<file path="config.mk">
export PLATFORM = sky130hd
export DESIGN_NAME = muscle_spi_responder
export DESIGN_NICKNAME = d
export VERILOG_FILES = /design/src/rtl/myo_spi_pkg.sv /design/src/rtl/spi_sync_edge.sv /design/src/rtl/muscle_spi_responder.sv
export SDC_FILE = /design/constraint.sdc
export NUM_CORES = 1
export LEC_CHECK = 0
export CAP_MARGIN = 30
export CORE_MARGIN = 2
export CORE_UTILIZATION = 25
export DETAILED_ROUTE_END_ITERATION = 8
export PLACE_DENSITY = 0.54
export SETUP_SLACK_MARGIN = 0.3
export SLEW_MARGIN = 20
export SYNTH_ARGS = -nofsm -noshare
export SYNTH_HDL_FRONTEND = slang
export SYNTH_HIERARCHICAL = 1
export SYNTH_SLANG_ARGS = --single-unit
</file>
<file path="constraint.sdc">
create_clock -name clock -period 3.9 [get_ports clock]
set_input_delay 1.17 -clock clock [delete_from_list [all_inputs] [get_ports clock]]
set_output_delay 1.17 -clock clock [all_outputs]
set_load 0.05 [all_outputs]
</file>
<file path="src/rtl/myo_spi_pkg.sv">
// Shared definitions for the myocontrol SPI responder: FSM states,
// frame word positions and the default sync word.
package myo_spi_pkg;

    typedef enum logic [1:0] {
        ST_IDLE,
        ST_LOAD,
        ST_SHIFT,
        ST_CHECK
    } spi_state_t;

    localparam logic [15:0] SYNC_WORD_DEFAULT = 16'h8000;

    // Transmit word positions (responder -> master)
    localparam int unsigned IDX_SYNC   = 0;
    localparam int unsigned IDX_POS_HI = 1;
    localparam int unsigned IDX_POS_LO = 2;
    localparam int unsigned IDX_VEL    = 3;
    localparam int unsigned IDX_CUR    = 4;
    localparam int unsigned IDX_DISP   = 5;

    // Receive word positions (master -> responder)
    localparam int unsigned IDX_PWM    = 1;
    localparam int unsigned IDX_FLAGS  = 2;

    // Words carrying status data; all later words transmit as zero
    localparam int unsigned TX_WORDS   = IDX_DISP + 1;

endpackage

</file>
<file path="src/rtl/spi_sync_edge.sv">
// Two-flop synchronizer for one asynchronous SPI pin, plus a third
// register so rising/falling edges of the synchronized level can be seen.
module spi_sync_edge #(
    parameter logic RESET_LEVEL = 1'b0
) (
    input  logic clock,
    input  logic reset,
    input  logic async_in,
    output logic level,
    output logic rise,
    output logic fall
);

    logic [2:0] sr;

    // Shift the pin through two metastability flops and one history flop
    always_ff @(posedge clock) begin
        if (reset) begin
            sr <= {3{RESET_LEVEL}};
        end else begin
            sr <= {sr[1:0], async_in};
        end
    end

    assign level = sr[1];
    assign rise  = sr[1] & ~sr[2];
    assign fall  = ~sr[1] & sr[2];

endmodule

</file>
<file path="src/rtl/muscle_spi_responder.sv">
// SPI mode-0 slave answering the myocontrol master: snapshots actuator
// status at frame start, shifts it out MSB first, and latches the PWM
// reference and control word from a well-formed received frame.
module muscle_spi_responder
    import myo_spi_pkg::*;
#(
    parameter int          FRAME_WORDS = 12,
    parameter logic [15:0] SYNC_WORD   = SYNC_WORD_DEFAULT
) (
    input  logic        clock,
    input  logic        reset,
    input  logic        sck,
    input  logic        ss_n,
    input  logic        mosi,
    output logic        miso,
    input  logic [31:0] position,
    input  logic [15:0] velocity,
    input  logic [15:0] current,
    input  logic [15:0] displacement,
    output logic [15:0] pwm_ref,
    output logic [15:0] control_flags,
    output logic        frame_valid,
    output logic        frame_error
);

    localparam logic [4:0] FW_CNT = 5'(FRAME_WORDS);

    logic sck_level, sck_rise, sck_fall;
    logic ss_level, ss_rise, ss_fall;
    logic mosi_level, mosi_rise, mosi_fall;
    logic unused_sync;

    spi_sync_edge #(.RESET_LEVEL(1'b0)) u_sync_sck (
        .clock(clock), .reset(reset), .async_in(sck),
        .level(sck_level), .rise(sck_rise), .fall(sck_fall)
    );

    spi_sync_edge #(.RESET_LEVEL(1'b1)) u_sync_ss (
        .clock(clock), .reset(reset), .async_in(ss_n),
        .level(ss_level), .rise(ss_rise), .fall(ss_fall)
    );

    spi_sync_edge #(.RESET_LEVEL(1'b0)) u_sync_mosi (
        .clock(clock), .reset(reset), .async_in(mosi),
        .level(mosi_level), .rise(mosi_rise), .fall(mosi_fall)
    );

    assign unused_sync = ^{sck_level, mosi_rise, mosi_fall};

    spi_state_t  state;
    logic [15:0] tx [0:TX_WORDS-1];
    logic [14:0] rx_shift;
    logic [15:0] rx_sync, rx_pwm, rx_flags;
    logic [3:0]  bit_cnt;
    logic [4:0]  word_cnt;
    logic        overflow;
    logic [1:0]  settle_cnt;
    logic        armed;
    logic        tx_bit;
    logic [15:0] word_in;
    logic        accept;

    // Next miso bit: selected by the counters that already include the bit
    // the master just sampled; anything past the status words is zero
    always_comb begin
        tx_bit = 1'b0;
        if (word_cnt < 5'(TX_WORDS) && word_cnt < FW_CNT) begin
            tx_bit = tx[word_cnt[2:0]][4'd15 - bit_cnt];
        end
    end

    // Word completed by the current sck rising edge
    always_comb begin
        word_in = {rx_shift, mosi_level};
    end

    // Frame acceptance criteria evaluated in CHECK
    always_comb begin
        accept = (word_cnt == FW_CNT) && (bit_cnt == 4'd0) && !overflow
                 && (rx_sync == SYNC_WORD);
    end

    // Frame FSM with registered miso, outputs and result pulses.
    // The saturating word counter cannot tell FRAME_WORDS from FRAME_WORDS+1
    // words, so an overflow flag marks over-long frames for rejection.
    // A frame start is only honoured once ss_n has been seen high after the
    // synchronizer has refilled from the pin, so releasing reset mid-frame
    // cannot fake a falling edge.
    always_ff @(posedge clock) begin
        if (reset) begin
            state         <= ST_IDLE;
            miso          <= 1'b0;
            pwm_ref       <= '0;
            control_flags <= '0;
            frame_valid   <= 1'b0;
            frame_error   <= 1'b0;
            bit_cnt       <= '0;
            word_cnt      <= '0;
            overflow      <= 1'b0;
            rx_shift      <= '0;
            rx_sync       <= '0;
            rx_pwm        <= '0;
            rx_flags      <= '0;
            settle_cnt    <= '0;
            armed         <= 1'b0;
            for (int unsigned i = 0; i < TX_WORDS; i++) begin
                tx[i] <= '0;
            end
        end else begin
            frame_valid <= 1'b0;
            frame_error <= 1'b0;

            if (settle_cnt != 2'd2) begin
                settle_cnt <= settle_cnt + 2'd1;
            end else if (ss_level) begin
                armed <= 1'b1;
            end

            case (state)
                ST_IDLE: begin
                    miso <= 1'b0;
                    if (ss_fall && armed) begin
                        state    <= ST_LOAD;
                        miso     <= SYNC_WORD[15];
                        bit_cnt  <= '0;
                        word_cnt <= '0;
                        overflow <= 1'b0;
                    end
                end

                ST_LOAD: begin
                    tx[IDX_SYNC]   <= SYNC_WORD;
                    tx[IDX_POS_HI] <= position[31:16];
                    tx[IDX_POS_LO] <= position[15:0];
                    tx[IDX_VEL]    <= velocity;
                    tx[IDX_CUR]    <= current;
                    tx[IDX_DISP]   <= displacement;
                    rx_shift       <= '0;
                    rx_sync        <= '0;
                    bit_cnt        <= '0;
                    word_cnt       <= '0;
                    overflow       <= 1'b0;
                    if (ss_rise) begin
                        state <= ST_CHECK;
                        miso  <= 1'b0;
                    end else begin
                        state <= ST_SHIFT;
                    end
                end

                ST_SHIFT: begin
                    if (ss_rise) begin
                        state <= ST_CHECK;
                        miso  <= 1'b0;
                    end else if (!ss_level) begin
                        if (sck_rise) begin
                            rx_shift <= word_in[14:0];
                            bit_cnt  <= bit_cnt + 4'd1;
                            if (bit_cnt == 4'd15) begin
                                if (word_cnt == FW_CNT) begin
                                    overflow <= 1'b1;
                                end else begin
                                    word_cnt <= word_cnt + 5'd1;
                                    if (word_cnt == 5'(IDX_SYNC)) begin
                                        rx_sync <= word_in;
                                    end else if (word_cnt == 5'(IDX_PWM)) begin
                                        rx_pwm <= word_in;
                                    end else if (word_cnt == 5'(IDX_FLAGS)) begin
                                        rx_flags <= word_in;
                                    end
                                end
                            end
                        end else if (sck_fall) begin
                            miso <= tx_bit;
                        end
                    end
                end

                ST_CHECK: begin
                    state <= ST_IDLE;
                    miso  <= 1'b0;
                    if (accept) begin
                        pwm_ref       <= rx_pwm;
                        control_flags <= rx_flags;
                        frame_valid   <= 1'b1;
                    end else begin
                        frame_error   <= 1'b1;
                    end
                end

                default: begin
                    state <= ST_IDLE;
                    miso  <= 1'b0;
                end
            endcase
        end
    end

endmodule

</file>
# Word-level counts from Yosys, hierarchy flattened
# Memory sizes are Yosys's and may differ from the RTL's. A register that Yosys moved wholly into a read port is not among the register bits.
# Cells that the tools add are included.
[totals] word_cells=150 regBits=121 out_inout_bits=35 ramBits=96 n_memories=1 input_bits=85
[memory_table] memory="tx" words=6 width=16 rd=1 rd_clocked_by_memory_dff=1 write_ports=6 line="muscle_spi_responder.sv:51" text="logic [15:0] tx [0:TX_WORDS-1];"
[classes] muxes=59 n_lt_le_gt_ge=3 eq_ne=22 bitwise=20 reduce_logical=23 add_sub_neg=4
[op_table] operator="$mux W16" count=12
[op_table] operator="$mux W15" count=3
[op_table] operator="$pmux W16 S2" count=1
[op_table] operator="$mux W5" count=6
[op_table] operator="$pmux W15 S2" count=1
[op_table] operator="$mux W1" count=22
[op_table] operator="$ne A2 B2 Y1 const B" count=11
[op_table] operator="$reduce_and A7 Y1" count=3
[op_table] operator="$eq A16 B16 Y1 const B" count=1
[op_table] operator="$mux W4" count=4
[op_table] operator="$pmux W5 S3" count=1
[op_table] operator="$pmux W4 S3" count=1
[op_table] operator="$not A1 Y1" count=10
[op_table] operator="$ne A3 B3 Y1 const B" count=3
[op_table] operator="$reduce_and A9 Y1" count=1
[op_table] operator="$pmux W2 S4" count=1
[op_table] operator="$reduce_and A4 Y1" count=2
[op_table] operator="$reduce_and A8 Y1" count=1
[op_table] operator="$mux W3" count=2
[op_table] operator="$or A1 B1 Y1" count=6
[op_table] operator="$reduce_and A2 Y1" count=3
[op_table] operator="$add A5 B1 Y5 const B" count=1
[op_table] operator="$eq A5 B1 Y1 const B" count=1
[op_table] operator="$eq A5 B2 Y1 const B" count=1
[op_table] operator="other kinds (24)" count=33

# Depth between registers and ports, before layout
# Gate-level depths: netlist of the first run.
[logic_depth] ltp_word=9 ltp_mapped=9 ltp_nobuf=7

# Hierarchy
# The synthesis of the first run kept the hierarchy.
[by_module_without_submodules] module="muscle_spi_responder" area_each_um2=8300.5 instances=1 cells_each=730 seq_area_each_um2=4744.6
[by_module_without_submodules] module="spi_sync_edge at u_sync_mosi ..." area_each_um2=91.3 instances=2 cells_each=8 seq_area_each_um2=60.1
[by_module_without_submodules] module="spi_sync_edge at u_sync_ss" area_each_um2=92.6 instances=1 cells_each=8 seq_area_each_um2=60.1

# Least setup slack after synthesis of the first run
# OpenSTA, ideal clock, no wires.
[synth_path] kind="input to register" start="input port reset" end="memory tx[1][0], enable pin" arrival_time_ns=2.660 path_buffers=2 setup_slack_ns=0.836 cell_stages=3 t_required_ns=3.496 setup_ns=0.404 cell_sequence="clkbuf_1 > clkbuf_8 > or2_2"
[synth_lines] element="from (decl)" line="muscle_spi_responder.sv:11" text="input logic reset,"
[synth_lines] element="to (decl)" line="muscle_spi_responder.sv:51"

# Worst setup path after layout of the first run
[layout_path] start="register miso" end="output port miso"
[layout_lines] element="from (decl)" line="muscle_spi_responder.sv:15" text="output logic miso,"
[layout_lines] element="from (signal assigned)" line="muscle_spi_responder.sv:124" text="miso <= SYNC_WORD[15];"
[layout_lines] element="from (signal assigned)" line="muscle_spi_responder.sv:174" text="miso <= tx_bit;"
# No word-level cell between the ends.

==> impl_metrics.json, run 1 <==
{
  "status": "finished, final reports clean",
  "path_clk_slew_ns": 0.06,
  "worstSetupStartpointType": "register",
  "place_inst": 1287,
  "first_iter_violations": 343,
  "fin_crit_sh_pct": 74.2,
  "relSlewSlack_pct": 40.1,
  "clk-insertion-delay-late_ns": 0.51,
  "endpoint_kind": "output port",
  "fin_nets": 963,
  "die_x_um": 189,
  "crit_family": "buffers and inverters",
  "cp.arrival_ns": 1.72,
  "io_buffers": 119,
  "antennaDiodeCount": 0,
  "vias": 5684,
  "post_drt_wl_per_cell_um": 14.1,
  "crit_slowest_cell": "clkdlybuf4s50_1",
  "cts_num_sinks": 205,
  "synthToLayoutAreaGrowth_pct": 29.0,
  "grt_pass1_vias": 5552,
  "gr-usage-met3_pct": 2.18,
  "std_cell_rows": 67,
  "vdd.ir_drop.worst_mv": 0.278,
  "fmax_mhz": 345,
  "routed_wl_mm": 18.8,
  "grt_use_met2_pct": 16.8,
  "dp.final_hpwl_mm": 13.0,
  "syn_inst": 750,
  "multi_input_area_um2": 3410,
  "cts_setup_buffers": 0,
  "grt_max_degree": 81,
  "total_leakage_power_uw": 0.00389,
  "ios": 120,
  "regArea_um2": 4900,
  "track_usage_pct": 10.5,
  "worst_pin_slew_ns": 0.892,
  "slowest_delay_ns": 0.83,
  "yosys_warnings": 6,
  "setup_tns_ns": 0,
  "cap_viol_max_count": 0,
  "firstDrtPassIters": 5,
  "cts_root_buf": "clkbuf_16",
  "fp.coreArea_um2": 33600,
  "globalplace.congestion": 0.743,
  "worst-setup-path-type": "register to output port",
  "hold_buffers": 0,
  "clockBufferDepth": 3,
  "vias_per_cell": 4.27,
  "die_y_um": 189,
  "start_util_pct": 25.4,
  "slew_viol_final": 0,
  "synth_nets": 847,
  "grt_overflow_total": 0,
  "period_needed_ns": 2.89,
  "drive_gt1_share_pct": 10.1,
  "grt_setup_unrepaired": "no",
  "hold_viol_final": 0,
  "fin_skew_ns": 0.00703,
  "p_per_area_nw_per_um2": 515,
  "grt.busiest_layer": "met2",
  "grt_pass1_wl_mm": 30.3,
  "hold_class": "register to register",
  "crit_path_cell_trace": "clkdlybuf4s50_1",
  "antenna_left": 0,
  "use_met1_pct": 14.2,
  "antenna_found_initial": 0,
  "syn-cell-area_um2": 8540,
  "avgSynthCellArea_um2": 11.4,
  "cts_buffers": 25,
  "crit_fanout": 2,
  "cts_resized": 0,
  "critical_path.n_buffers_inverters": 1,
  "required_ns": 2.73,
  "cts_tree": "built",
  "htreeDepth": 1,
  "die_area_um2": 35600,
  "fillers": 3354,
  "finalSetupViolCount": 0,
  "drc": 0,
  "fin_cells": 1330
}
-- worst paths after layout --
| path | startpoint | to | slack (ns) | depth (start not counted) |
|---|---|---|---|---|
| worst max-delay path | miso$_SDFFE_PP0P_ | miso | 1.01 | 1 |
| worst min-delay path | u_sync_ss/sr[0]$_SDFF_PP1_ | u_sync_ss/sr[1]$_SDFF_PP1_ | 0.41 | 1 |
| worst max register to register | u_sync_ss/sr[1]$_SDFF_PP1_ | rx_pwm[7]$_SDFFE_PP0P_ | 1.15 | 6 |
| worst min register to register | u_sync_ss/sr[0]$_SDFF_PP1_ | u_sync_ss/sr[1]$_SDFF_PP1_ | 0.41 | 1 |
-- sequential cells by signal, summed over array words and instances, names as in the netlist, 4 cells and up, named ones only --
register       count
rx_pwm            16
rx_shift          15
pwm_ref           16
rx_sync           16
tx                81
rx_flags          16
word_cnt           5
bit_cnt            4
control_flags     16
-- metal layers --
layer  up-vias  routed length [um]
met5         -                   0
met4         0                 426
met3        37                 973
met2       153                8450
met1      2631                8960
li1       2863                   -
-- power by group --
part / total, uW / internal [uW] / switching [uW]
Combinational: 827 / 367 / 460
Clock: 2270 / 1400 / 875
Sequential: 2570 / 2510 / 66.3
Total: 5670 / 4270 / 1400
-- placed cells by master (no fill, tap or decap), drive strengths merged, types with 2 or more instances in the layout --
cell,count
a21oi,30
a221oi,13
a22oi,15
a31oi,3
and2,97
and2b,2
buf,15
bufinv,3
clkbuf,31
clkdlybuf4s50,118
clkinv,5
clkinvlp,3
dfxtp,125
edfxtp,80
ha,12
inv,12
mux2,11
mux2i,69
mux4,12
nand2,45
nand2b,2
nand3,7
nor2,103
nor2b,12
nor3,3
nor4,5
nor4b,2
o211ai,3
o21ai,7
o31a,2
or2,7
or3,2
or3b,2
or4,2
xor2,5
-- metrics by stage --
step | cell area [um^2] | hold slack [ns] | utilization, % | setup WS (ns) | power [uW]
finish | 11000 | 0.409 | 32.8 | 1.01 | 5670
global route | 11000 | 0.431 | 32.8 | 0.860 | 5950
CTS | 11000 | 0.425 | 32.8 | 0.947 | 5770
detailed placement | 10200 | 0.402 | 30.4 | 1.09 | 3470
global placement | 10200 | 0.422 | 30.4 | 1.19 | 3460
floorplan | 8540 | 0.385 | - | 0.836 | 3150
-- final cells by class --
class / count / area share, %
flip-flops and latches: 205 / 44.5
multi-input cells: 490 / 30.9
repair buffers: 133 / 11.7
clock buffers: 31 / 5.98
well taps: 448 / 5.09
clock inverters: 12 / 1.35
inverters: 11 / 0.375
(Power assumes the default switching activity.)
==> run 2, diff against run 1 <==
--- a/config.mk
+++ b/config.mk
@@ -9,7 +9,7 @@
 export CORE_MARGIN = 2
 export CORE_UTILIZATION = 25
 export DETAILED_ROUTE_END_ITERATION = 8
-export PLACE_DENSITY = 0.54
+export PLACE_DENSITY = 0.55
 export SETUP_SLACK_MARGIN = 0.3
 export SLEW_MARGIN = 20
 export SYNTH_ARGS = -nofsm -noshare
==> constraint.sdc (replaced) <==
create_clock -name clock -period 2.6 [get_ports clock]
set_input_delay 0.78 -clock clock [delete_from_list [all_inputs] [get_ports clock]]
set_output_delay 0.78 -clock clock [all_outputs]
set_load 0.05 [all_outputs]
==> run 2 against run 1 <==
Compared with the run above: cell area is 2.5% higher; via count rose by 1.4%; setup slack worse by 0.82 ns; clock skew is 0.014 ns higher; critical path type is now register to register.
==> impl_metrics.json, run 2 (synthesis results as in run 1) <==
{
  "worst_pin_slew_ns": 0.559,
  "cts_num_sinks": 205,
  "cts_tree": "built",
  "vias": 5763,
  "largest_reg_flops": 81,
  "htreeDepth": 1,
  "io_buffers": 119,
  "drc": 0,
  "die_area_um2": 35600,
  "cap_viol_max_count": 0,
  "fin_nets": 980,
  "start_util_pct": 25.4,
  "endpoint_kind": "register",
  "std_cell_rows": 67,
  "antenna_left": 0,
  "crit_fanout": 8,
  "status": "finished, final reports clean",
  "slew_viol_final": 0,
  "fin_crit_sh_pct": 92.7,
  "first_iter_violations": 293,
  "globalplace.congestion": 0.732,
  "synthToLayoutAreaGrowth_pct": 32.3,
  "setup_tns_ns": 0,
  "layout_common_cells": "dfxtp_1, nor2_1, and2_1",
  "finalSetupViolCount": 0,
  "cp.arrival_ns": 2.78,
  "vias_per_cell": 4.28,
  "routed_wl_mm": 19.4,
  "placed_area_um2": 10400,
  "max_flop_register": "tx",
  "die_x_um": 189,
  "die_y_um": 189,
  "track_usage_pct": 10.6,
  "finalInstanceArea_um2": 11300,
  "cts_buffers": 24,
  "total_leakage_power_uw": 0.00424,
  "post_drt_wl_per_cell_um": 14.4,
  "firstDrtPassIters": 4,
  "grt_setup_unrepaired": "yes",
  "hold_class": "register to register",
  "path_clk_slew_ns": 0.05,
  "final_common_cell": "dfxtp_1",
  "grt_pass1_vias": 5692,
  "required_ns": 2.97,
  "relSlewSlack_pct": 62.8,
  "vdd.ir_drop.worst_mv": 0.365,
  "grt_max_degree": 116,
  "antennaDiodeCount": 0,
  "fin_skew_ns": 0.0207,
  "antenna_found_initial": 0,
  "dp.final_hpwl_mm": 13.0,
  "worst-setup-path-type": "register to register",
  "fillers": 3367,
  "total_power_uw": 8610,
  "worstSetupStartpointType": "register",
  "hold_viol_final": 0,
  "clk-insertion-delay-late_ns": 0.52,
  "cts_root_buf": "clkbuf_16",
  "grt_pass1_wl_mm": 30.7,
  "fp.coreArea_um2": 33600,
  "period_needed_ns": 2.41,
  "clockBufferDepth": 3,
  "post-route-util_pct": 33.6,
  "grt_overflow_total": 0,
  "drive_gt1_share_pct": 13.3,
  "fmax_mhz": 415,
  "p_per_area_nw_per_um2": 763,
  "ios": 120
}
## run 2: cell count changes in the layout (fill, tap and decap cells not counted), sizes merged
cell and change:
clkinv +2, clkbuf +1, clkinvlp -3, inv -1, clkdlybuf4s50 -35, dlygate4sd2 +35, buf +16
## run 2: what timing repair did
| item | CTS | global route |
|---|---|---|
| hold buffers | 0 | 0 |
| pin swaps | 1 | 2 |
| setup buffers | 1 | 4 |
| gates cloned | 0 | 3 |
| setup endpoints to repair | 51 | 81 |
| gates resized for setup | 36 | 17 |
## run 2: layout make-up
cell class	count	area, um^2	area share (%)
Clock buffer	30	664	5.88
Tap cell	448	561	4.96
Sequential cell	205	4910	43.5
Multi-Input combinational cell	490	3460	30.6
Inverter	11	41.3	0.366
Clock inverter	10	131	1.16
Timing Repair Buffer	151	1530	13.5
## run 2: path summary, 6_finish.rpt
check,cells past startpoint,slack [ns],to,startpoint
worst min register to register,1,0.41,u_sync_ss/sr[1]$_SDFF_PP1_,u_sync_ss/sr[0]$_SDFF_PP1_
worst min-delay path,1,0.41,u_sync_ss/sr[1]$_SDFF_PP1_,u_sync_ss/sr[0]$_SDFF_PP1_
worst max register to register,9,0.19,rx_flags[11]$_SDFFE_PP0P_,u_sync_ss/sr[1]$_SDFF_PP1_
worst max-delay path,9,0.19,rx_flags[11]$_SDFFE_PP0P_,u_sync_ss/sr[1]$_SDFF_PP1_
## run 2: worst max-delay path, stage by stage (launching register included)
cell       delay [ns]
dfxtp_2          0.34
nor2b_4          0.14
or3b_4           0.39
or4_4            0.53
buf_6            0.14
nor4_4           0.12
buf_4            0.19
clkbuf_16        0.17
mux2i_1          0.18
nor2_1           0.05
## run 2: through the flow
| stage | hold slack [ns] | instances | worst slack (ns) |
|---|---|---|---|
| after floorplan | 0.385 | 750 | 0.228 |
| after global placement | 0.434 | 1296 | 0.223 |
| after detailed placement | 0.416 | 1297 | 0.181 |
| after CTS | 0.427 | 1338 | 0.207 |
| after global routing | 0.443 | 1345 | 0.118 |
| final | 0.410 | 1345 | 0.189 |
## run 2: where the power goes
| group | switching, uW | internal [uW] |
|---|---|---|
| registers | 97.8 | 3760 |
| logic | 733 | 647 |
| clock network | 1280 | 2100 |
## run 2: routing by layer
metal	global-route usage [%]	vias up	share of wire, %
met5	0	-	0
met4	2.82	0	2.2
met3	1.99	31	4.6
met2	16.8	145	45
met1	14.9	2694	48
li1	-	2893	-
